File: config.mk
export PLATFORM = sky130hd
export DESIGN_NAME = gpio_bank_arbiter
export DESIGN_NICKNAME = d
export VERILOG_FILES = /design/src/rtl/gpio_bank_arbiter.sv
export SDC_FILE = /design/constraint.sdc
export NUM_CORES = 1
export LEC_CHECK = 0
export BUFFER_PORTS_ARGS = -buffer_cell sky130_fd_sc_hd__buf_4
export CELL_PAD_IN_SITES_DETAIL_PLACEMENT = 1
export CELL_PAD_IN_SITES_GLOBAL_PLACEMENT = 1
export CORE_ASPECT_RATIO = 1.5
export CORE_UTILIZATION = 30
export DETAILED_ROUTE_END_ITERATION = 10
export GPL_TIMING_DRIVEN = 0
export PLACE_DENSITY_LB_ADDON = 0.08
export SLEW_MARGIN = 40
export SYNTH_ARGS = -nofsm -noshare
export SYNTH_HDL_FRONTEND = slang
export SYNTH_SLANG_ARGS = --single-unit
File: constraint.sdc
create_clock -name io_sys_clock -period 1.75 [get_ports io_sys_clock]
set_input_delay 0.4375 -clock io_sys_clock [delete_from_list [all_inputs] [get_ports io_sys_clock]]
set_output_delay 0.4375 -clock io_sys_clock [all_outputs]
set_load 0.02 [all_outputs]
File: src/rtl/gpio_bank_arbiter.sv
// Round-robin owner arbitration for one shared tristate GPIO bank, with a forced
// all-tristate turnaround between owners and an optional hold limit.
module gpio_bank_arbiter #(
    parameter int PINS       = 4,
    parameter int REQUESTERS = 2,
    parameter int TURNAROUND = 2,
    parameter int MAX_HOLD   = 0
) (
    input  logic                         io_sys_clock,
    input  logic                         io_sys_reset,
    input  logic [REQUESTERS-1:0]        io_req,
    output logic [REQUESTERS-1:0]        io_grant,
    input  logic [REQUESTERS*PINS-1:0]   io_req_write,
    input  logic [REQUESTERS*PINS-1:0]   io_req_writeEnable,
    output logic [PINS-1:0]              io_req_read,
    output logic [1:0]                   io_owner,
    output logic                         io_busy,
    input  logic [PINS-1:0]              io_pins_read,
    output logic [PINS-1:0]              io_pins_write,
    output logic [PINS-1:0]              io_pins_writeEnable
);

    localparam logic [3:0]            TURN_LOAD  = 4'(TURNAROUND);
    localparam logic [15:0]           HOLD_LIMIT = 16'(MAX_HOLD);
    localparam logic [15:0]           HOLD_LAST  = (MAX_HOLD == 0) ? 16'd0 : 16'(MAX_HOLD - 1);
    localparam logic [1:0]            LAST_INIT  = 2'(REQUESTERS - 1);
    localparam logic [REQUESTERS-1:0] HOT_ZERO   = REQUESTERS'(1);

    typedef enum logic [1:0] {
        IDLE = 2'd0,
        TURN = 2'd1,
        OWN  = 2'd2
    } state_t;

    state_t                state_r;
    logic [1:0]            owner_r;
    logic [1:0]            lastOwner_r;
    logic [3:0]            turnCnt_r;
    logic [15:0]           holdCnt_r;
    logic [REQUESTERS-1:0] grant_r;
    logic [PINS-1:0]       pinsWrite_r;
    logic [PINS-1:0]       pinsWe_r;
    logic                  busy_r;
    logic [PINS-1:0]       readMeta_r;
    logic [PINS-1:0]       readSync_r;

    logic [REQUESTERS-1:0] ownerHot_s;
    logic [PINS-1:0]       ownerWrite_s;
    logic [PINS-1:0]       ownerWe_s;
    logic                  ownerReq_s;
    logic                  othersReq_s;
    logic                  anyReq_s;
    logic                  forceRelease_s;
    logic [1:0]            winner_s;

    // First requester scanning upward from last+1 with wrap; smallest offset wins.
    function automatic logic [1:0] pickWinner(input logic [REQUESTERS-1:0] req,
                                              input logic [1:0] last);
        logic [1:0] pick;
        int         slot;
        pick = last;
        for (int k = REQUESTERS; k >= 1; k--) begin
            slot = (int'(last) + k) % REQUESTERS;
            for (int i = 0; i < REQUESTERS; i++) begin
                pick = ((i == slot) && req[i]) ? 2'(i) : pick;
            end
        end
        return pick;
    endfunction

    // Select the owner's request and pin slice; other slices are masked off.
    always_comb begin
        ownerHot_s   = HOT_ZERO << owner_r;
        ownerWrite_s = '0;
        ownerWe_s    = '0;
        for (int i = 0; i < REQUESTERS; i++) begin
            ownerWrite_s = ownerWrite_s | (io_req_write[i*PINS +: PINS] & {PINS{ownerHot_s[i]}});
            ownerWe_s    = ownerWe_s | (io_req_writeEnable[i*PINS +: PINS] & {PINS{ownerHot_s[i]}});
        end
    end

    assign ownerReq_s     = |(io_req & ownerHot_s);
    assign othersReq_s    = |(io_req & ~ownerHot_s);
    assign anyReq_s       = |io_req;
    assign winner_s       = pickWinner(io_req, lastOwner_r);
    // Holding counts completed OWN cycles, so the limit cycle is HOLD_LAST.
    assign forceRelease_s = (HOLD_LIMIT != 16'd0) && othersReq_s && (holdCnt_r >= HOLD_LAST);

    // Arbitration FSM, registered pin drive and the read-back synchronizer.
    always_ff @(posedge io_sys_clock or negedge io_sys_reset) begin
        if (!io_sys_reset) begin
            state_r     <= IDLE;
            owner_r     <= 2'd0;
            lastOwner_r <= LAST_INIT;
            turnCnt_r   <= 4'd0;
            holdCnt_r   <= 16'd0;
            grant_r     <= '0;
            pinsWrite_r <= '0;
            pinsWe_r    <= '0;
            busy_r      <= 1'b0;
            readMeta_r  <= '0;
            readSync_r  <= '0;
        end else begin
            readMeta_r <= io_pins_read;
            readSync_r <= readMeta_r;
            case (state_r)
                IDLE: begin
                    grant_r     <= '0;
                    pinsWrite_r <= '0;
                    pinsWe_r    <= '0;
                    if (anyReq_s) begin
                        owner_r   <= winner_s;
                        turnCnt_r <= TURN_LOAD;
                        busy_r    <= 1'b1;
                        state_r   <= TURN;
                    end else begin
                        busy_r  <= 1'b0;
                        state_r <= IDLE;
                    end
                end
                TURN: begin
                    pinsWrite_r <= '0;
                    pinsWe_r    <= '0;
                    if (!ownerReq_s) begin
                        grant_r <= '0;
                        busy_r  <= 1'b0;
                        state_r <= IDLE;
                    end else if (turnCnt_r <= 4'd1) begin
                        grant_r   <= ownerHot_s;
                        holdCnt_r <= 16'd0;
                        state_r   <= OWN;
                    end else begin
                        turnCnt_r <= turnCnt_r - 4'd1;
                    end
                end
                OWN: begin
                    if (!ownerReq_s || forceRelease_s) begin
                        grant_r     <= '0;
                        pinsWrite_r <= '0;
                        pinsWe_r    <= '0;
                        busy_r      <= 1'b0;
                        lastOwner_r <= owner_r;
                        state_r     <= IDLE;
                    end else begin
                        pinsWrite_r <= ownerWrite_s;
                        pinsWe_r    <= ownerWe_s;
                        holdCnt_r   <= (holdCnt_r >= HOLD_LIMIT) ? holdCnt_r : holdCnt_r + 16'd1;
                    end
                end
                default: begin
                    grant_r     <= '0;
                    pinsWrite_r <= '0;
                    pinsWe_r    <= '0;
                    busy_r      <= 1'b0;
                    state_r     <= IDLE;
                end
            endcase
        end
    end

    assign io_grant            = grant_r;
    assign io_owner            = owner_r;
    assign io_busy             = busy_r;
    assign io_pins_write       = pinsWrite_r;
    assign io_pins_writeEnable = pinsWe_r;
    assign io_req_read         = readSync_r;

endmodule

* After elaboration in Yosys (flattened, before gate mapping)
Cells that the tools add are included.
Word-level totals: word-level logic and storage cells 73, output and inout port bits 17, register bits after elaboration 29
Cells by class: reductions and logical operators 15, magnitude comparators 1, shift-type cells 1, $add $sub $neg 3, equal/unequal tests 10, bitwise operators 10, muxes and demuxes 23
Operators with widths (number):
- $logic_not A32 Y1 | 2
- $mux W4 | 7
- $mux W2 | 9
- $and A4 B4 Y4 | 4
- $ne A2 B2 Y1 const B | 5
- $or A4 B4 Y4 | 2
- $pmux W4 S2 | 1
- $pmux W2 S3 | 1
- $reduce_and A2 Y1 | 3
- $reduce_or A2 Y1 | 3
- $eq A2 B2 Y1 const A | 2
- $le A4 B1 Y1 const B | 1
- $logic_and A1 B1 Y1 | 4
- $pmux W2 S2 | 1
- $reduce_and A4 Y1 | 1
- $sub A4 B1 Y4 const B | 1
- $mux W1 | 3
- $ne A3 B3 Y1 const B | 1
- $add A1 B1 Y1 const B | 2
- $and A1 B1 Y1 const A | 2
- $and A2 B2 Y2 | 1
- $eq A2 B1 Y1 const B | 1
- $eq A2 B2 Y1 const B | 1
- $logic_not A2 Y1 | 1
- 4 further kinds | 4

* Depth between registers and ports, before layout
depth in word-level cells 8, mapped depth 7, mapped depth without buffers 6

* Least setup slack after synthesis
Ideal clock, no wire load.
kind register to register, start reg turnCnt_r[0], end reg grant_r[0] (netlist: io_grant[0]), clock period less this slack 1.670 ns, stages on the path, launching flop included 8, buffers on the path 1, data arrival time 1.545 ns, setup slack 0.080 ns, cell sequence dfrtp_1 -> inv_1 -> ha_1 -> nor2_1 -> or3_1 -> buf_6 -> a2bb2oi_4 -> mux2_4
Between the ends: cells in the longest elaborated chain, start to end 3
RTL lines:
- start, declared | RTL line 38 | logic [3:0] turnCnt_r;
- start signal, assigned | RTL line 133 | turnCnt_r <= turnCnt_r - 4'd1;
- $le A4 B1 Y1 | RTL line 128 | end else if (turnCnt_r <= 4'd1) begin
- $ne A3 B3 Y1 (no line)
- $reduce_and A2 Y1 (no line)
- end signal, assigned | RTL line 129 | grant_r <= ownerHot_s;
- end, declared | RTL line 40 | logic [REQUESTERS-1:0] grant_r;
Every way passes these cells. A chain may end at the register's enable or synchronous reset.

* Final worst setup path
start reg turnCnt_r[1], end reg grant_r[0] (netlist: io_grant[0])
The elaborated chain is that of the path after synthesis.

==> run_results.csv <==
group,metric,value,unit
power,power_frac_clock,0.202,
power,power_switching_share,0.3469,
finish,areaGrowthSynthToFinish,41.21,%
sta,fin_skew,0.004180,ns
grt,grt_pass1_vias,1115,
sta,fmax,565.6,MHz
die,std_cell_rows,28,
power,internal-power,1.666,mW
outcome,outcome,"finished, violations left",
clocking,path_clk_slew,0.10,ns
clocking,cts_tree,"done",
worst_setup_path,worstPathArrival,1.94,ns
sta,whs,0.07114,ns
clocking,insertion_delay,0.28,ns
route,detail-route-antenna-nets,0,
logic_synthesis,synth_cell_type_count,30,
placement,post-place-ws,-0.04386,ns
power,power,2.551,mW
route,wl,3.085,mm
finish,fin_nets,184,
worst_setup_path,cp_slowest_cell,"dfrtp_1",
worst_setup_path,cp.required,1.92,ns
clocking,clockBufferDepth,2,
logic_synthesis,ys_seq_elements,28,
finish,diodes,0,
logic_synthesis,netlist_top_cells_area,"dfrtp_1, mux2i_1, ha_1",
power,p_leak,0.8818,nW
clocking,cts_buffers,3,
die,dieArea,4468,sq um
die,die_w,54.92,um
grt,grt_start_max_net_pins,29,
finish,fillers,426,
sta,finalSetupTns,-0.03524,ns
logic_synthesis,synthesis.nets,133,
grt,overflow,0,
power,power_density,1434,nW/um^2
worst_setup_path,crit_path_start,"turnCnt_r[1]",
power,ir_worst_vdd,0.0005889,V
finish,seqCellArea,703.2,sq um
sta,report.final.slew_viol_count,0,
logic_synthesis,async_flop_share,1.000,
worst_setup_path,r2r_start,"turnCnt_r[1]",
grt,grt_pass1_wl,5.202,mm
logic_synthesis,avgSynthCellArea,12.11,sq um
route,via_count,972,
finish,finalInstanceArea,1779,sq um
logic_synthesis,syn_inst,104,
placement,placed_cell_area,1617,sq um
sta,hold_viol,0,
die,initial_core_util,0.3155,
logic_synthesis,yosys-top-cells-count,"dfrtp_1, nor2_1, mux2i_1",
grt,grt_usage,0.1643,
finish,drive_above_1_share,0.4610,
logic_synthesis,yosysMostFrequentCell,"dfrtp_1",
logic_synthesis,synth_edf_count,0,
sta,grt_setup_unrepaired,"true",
worst_setup_path,worst-setup-path-type,"flop to flop",
outcome,violations,"setup timing",
route,drc,0,
logic_synthesis,synth-main-ff-cell,"dfrtp_1",
route,first_pass_iters,2,
route,wl_per_cell,15.50,um
worst_setup_path,cp_max_fo,5,
sta,min_period_over_period,1.010,
placement,portBuffers,40,
die,fp.coreArea,3994,sq um
grt,antenna_found_initial,0,
sta,timing.final.ws_setup,-0.01789,ns
sta,min_period,1.768,ns
power,power_frac_seq,0.333,
logic_synthesis,seq_area_frac_synth,0.5571,
job,maxCapViolCount,0,
die,io_pins,41,
die,die_y,81.37,um
clocking,cts_sinks,28,
logic_synthesis,synth_top_area_share,0.5362,
worst_setup_path,slowest_delay,0.41,ns
sta,relSlewSlack,0.7307,
clocking,h-tree-depth,1,
worst_setup_path,path_cells,"inv_2 > ha_4 > nor2_4 > or3_4 > buf_6 > a2bb2oi_4 > mux2_4",
power,combinationalPowerShare,0.465,
power,p_switching,0.8849,mW
placement,hpwl,2.141,mm
finish,multi_input_area,551.8,sq um
sta,tightest_slew,0.3998,ns
clocking,cts-root-buf,"clkbuf_8",
min_path,holdCritPathClass,"primary input to asynchronous set/reset pin",
logic_synthesis,yosysWarnings,0,
logic_synthesis,synth_area,1260,sq um
route,via_per_inst,4.884,
logic_synthesis,synth_largest_area_cell,"dfrtp_1",
worst_setup_path,crit_path_start_kind,"flop",
sta,finalSetupViolations,2,
placement,place_congestion,0.7105,
worst_setup_path,crit_path_end_kind,"flop",
route,drt_iter0_drc,15,
==> cell usage in the layout (no fill, tap or decap), drive strengths merged <==
| cell type | count |
|---|---|
| buf | 50 |
| dfrtp | 27 |
| nor2 | 13 |
| mux2i | 10 |
| a21oi | 7 |
| inv | 5 |
| ha | 5 |
| a31oi | 4 |
| mux2 | 4 |
| clkbuf | 3 |
| o21ai | 3 |
| nand2b | 2 |
| nor2b | 2 |
| nand2 | 2 |
| a21o | 2 |
| nor3 | 2 |
| nand3 | 2 |
| or3 | 2 |
| and2b | 1 |
| o2bb2ai | 1 |
| a221oi | 1 |
| and2 | 1 |
| a2bb2oi | 1 |
| a31o | 1 |
| nor3b | 1 |
| bufinv | 1 |
| dfstp | 1 |
==> state kept, by name, indices dropped and copies added, names as in the netlist <==
| register | cells |
|---|---|
| lastOwner_r | 1 |
| io_owner | 2 |
| io_pins_write | 4 |
| io_busy | 1 |
| io_pins_writeEnable | 4 |
| readMeta_r | 4 |
| state_r | 2 |
| io_grant | 2 |
| turnCnt_r | 4 |
| io_req_read | 4 |
==> stage by stage <==
step / utilization / cells
floorplan: - / 104
global placement: 0.4048 / 189
detailed placement: 0.4048 / 189
CTS: 0.4289 / 196
global route: 0.4455 / 199
finish: 0.4455 / 199
==> worst max-delay path: cells and delay by family, from the launching register on <==
kind	cells	cell delay (ns)
AOI/OAI and AO/OA	1	0.16
buffers and inverters	2	0.24
and+or+nand+nor	2	0.40
DFF	1	0.41
adders and majority gates	1	0.16
muxes	1	0.30
==> metal layers <==
layer  track usage  routed length [um]
met1        0.1731                1182
met2        0.3084                1748
met3       0.02622                 113
met4       0.06000                  40
met5             0                   0
==> logic make-up after synthesis <==
group / count (synthesis) / share of synthesized area
AO/OA/AOI/OAI: 20 / 0.1132
buffers and inverters: 9 / 0.03774
adder cells (fa/ha/maj): 5 / 0.04965
AND/OR/NAND/NOR: 28 / 0.1212
flip-flops: 28 / 0.5571
multiplexers: 14 / 0.1212
==> timing repair <==
item | in CTS | in global routing
pin swaps | 1 | 1
buffers inserted | 3 | 3
endpoints found under the setup margin | 2 | 3
gates resized for setup | 1 | 11
hold buffers | 0 | 0
==> power by group through the flow <==
stage	logic, mW	registers (mW)	clock network, mW
2_1_floorplan	0.656	0.906	0
5_1_grt	1.30	0.867	0.569
4_1_cts	1.06	0.840	0.544
3_5_place_dp	1.01	0.859	0
3_3_place_gp	0.980	0.850	0
6_report	1.19	0.849	0.516
==> worst paths after layout <==
| check | slack [ns] | cells after the start | endpoint |
|---|---|---|---|
| worst max-delay path | -0.02 | 7 | io_grant[0] |
| worst min-delay path | 0.07 | 1 | io_pins_write[2] |
| worst max register to register | -0.02 | 7 | io_grant[0] |
| worst min register to register | 0.36 | 0 | io_req_read[3] |
| max in group asynchronous | 1.37 | 1 | lastOwner_r[0] |
| min in group io_sys_clock | 0.26 | 1 | readMeta_r[3] |
==> layout make-up <==
cell class | instances | area share
multi-input cells | 67 | 0.3101
clock buffers | 3 | 0.02321
well taps | 45 | 0.03165
repair buffers | 46 | 0.1962
flip-flops and latches | 28 | 0.3952
clock inverters | 1 | 0.01688
inverters | 5 | 0.01055
plain buffers | 4 | 0.01617
Power figures use the tool's default switching activity.
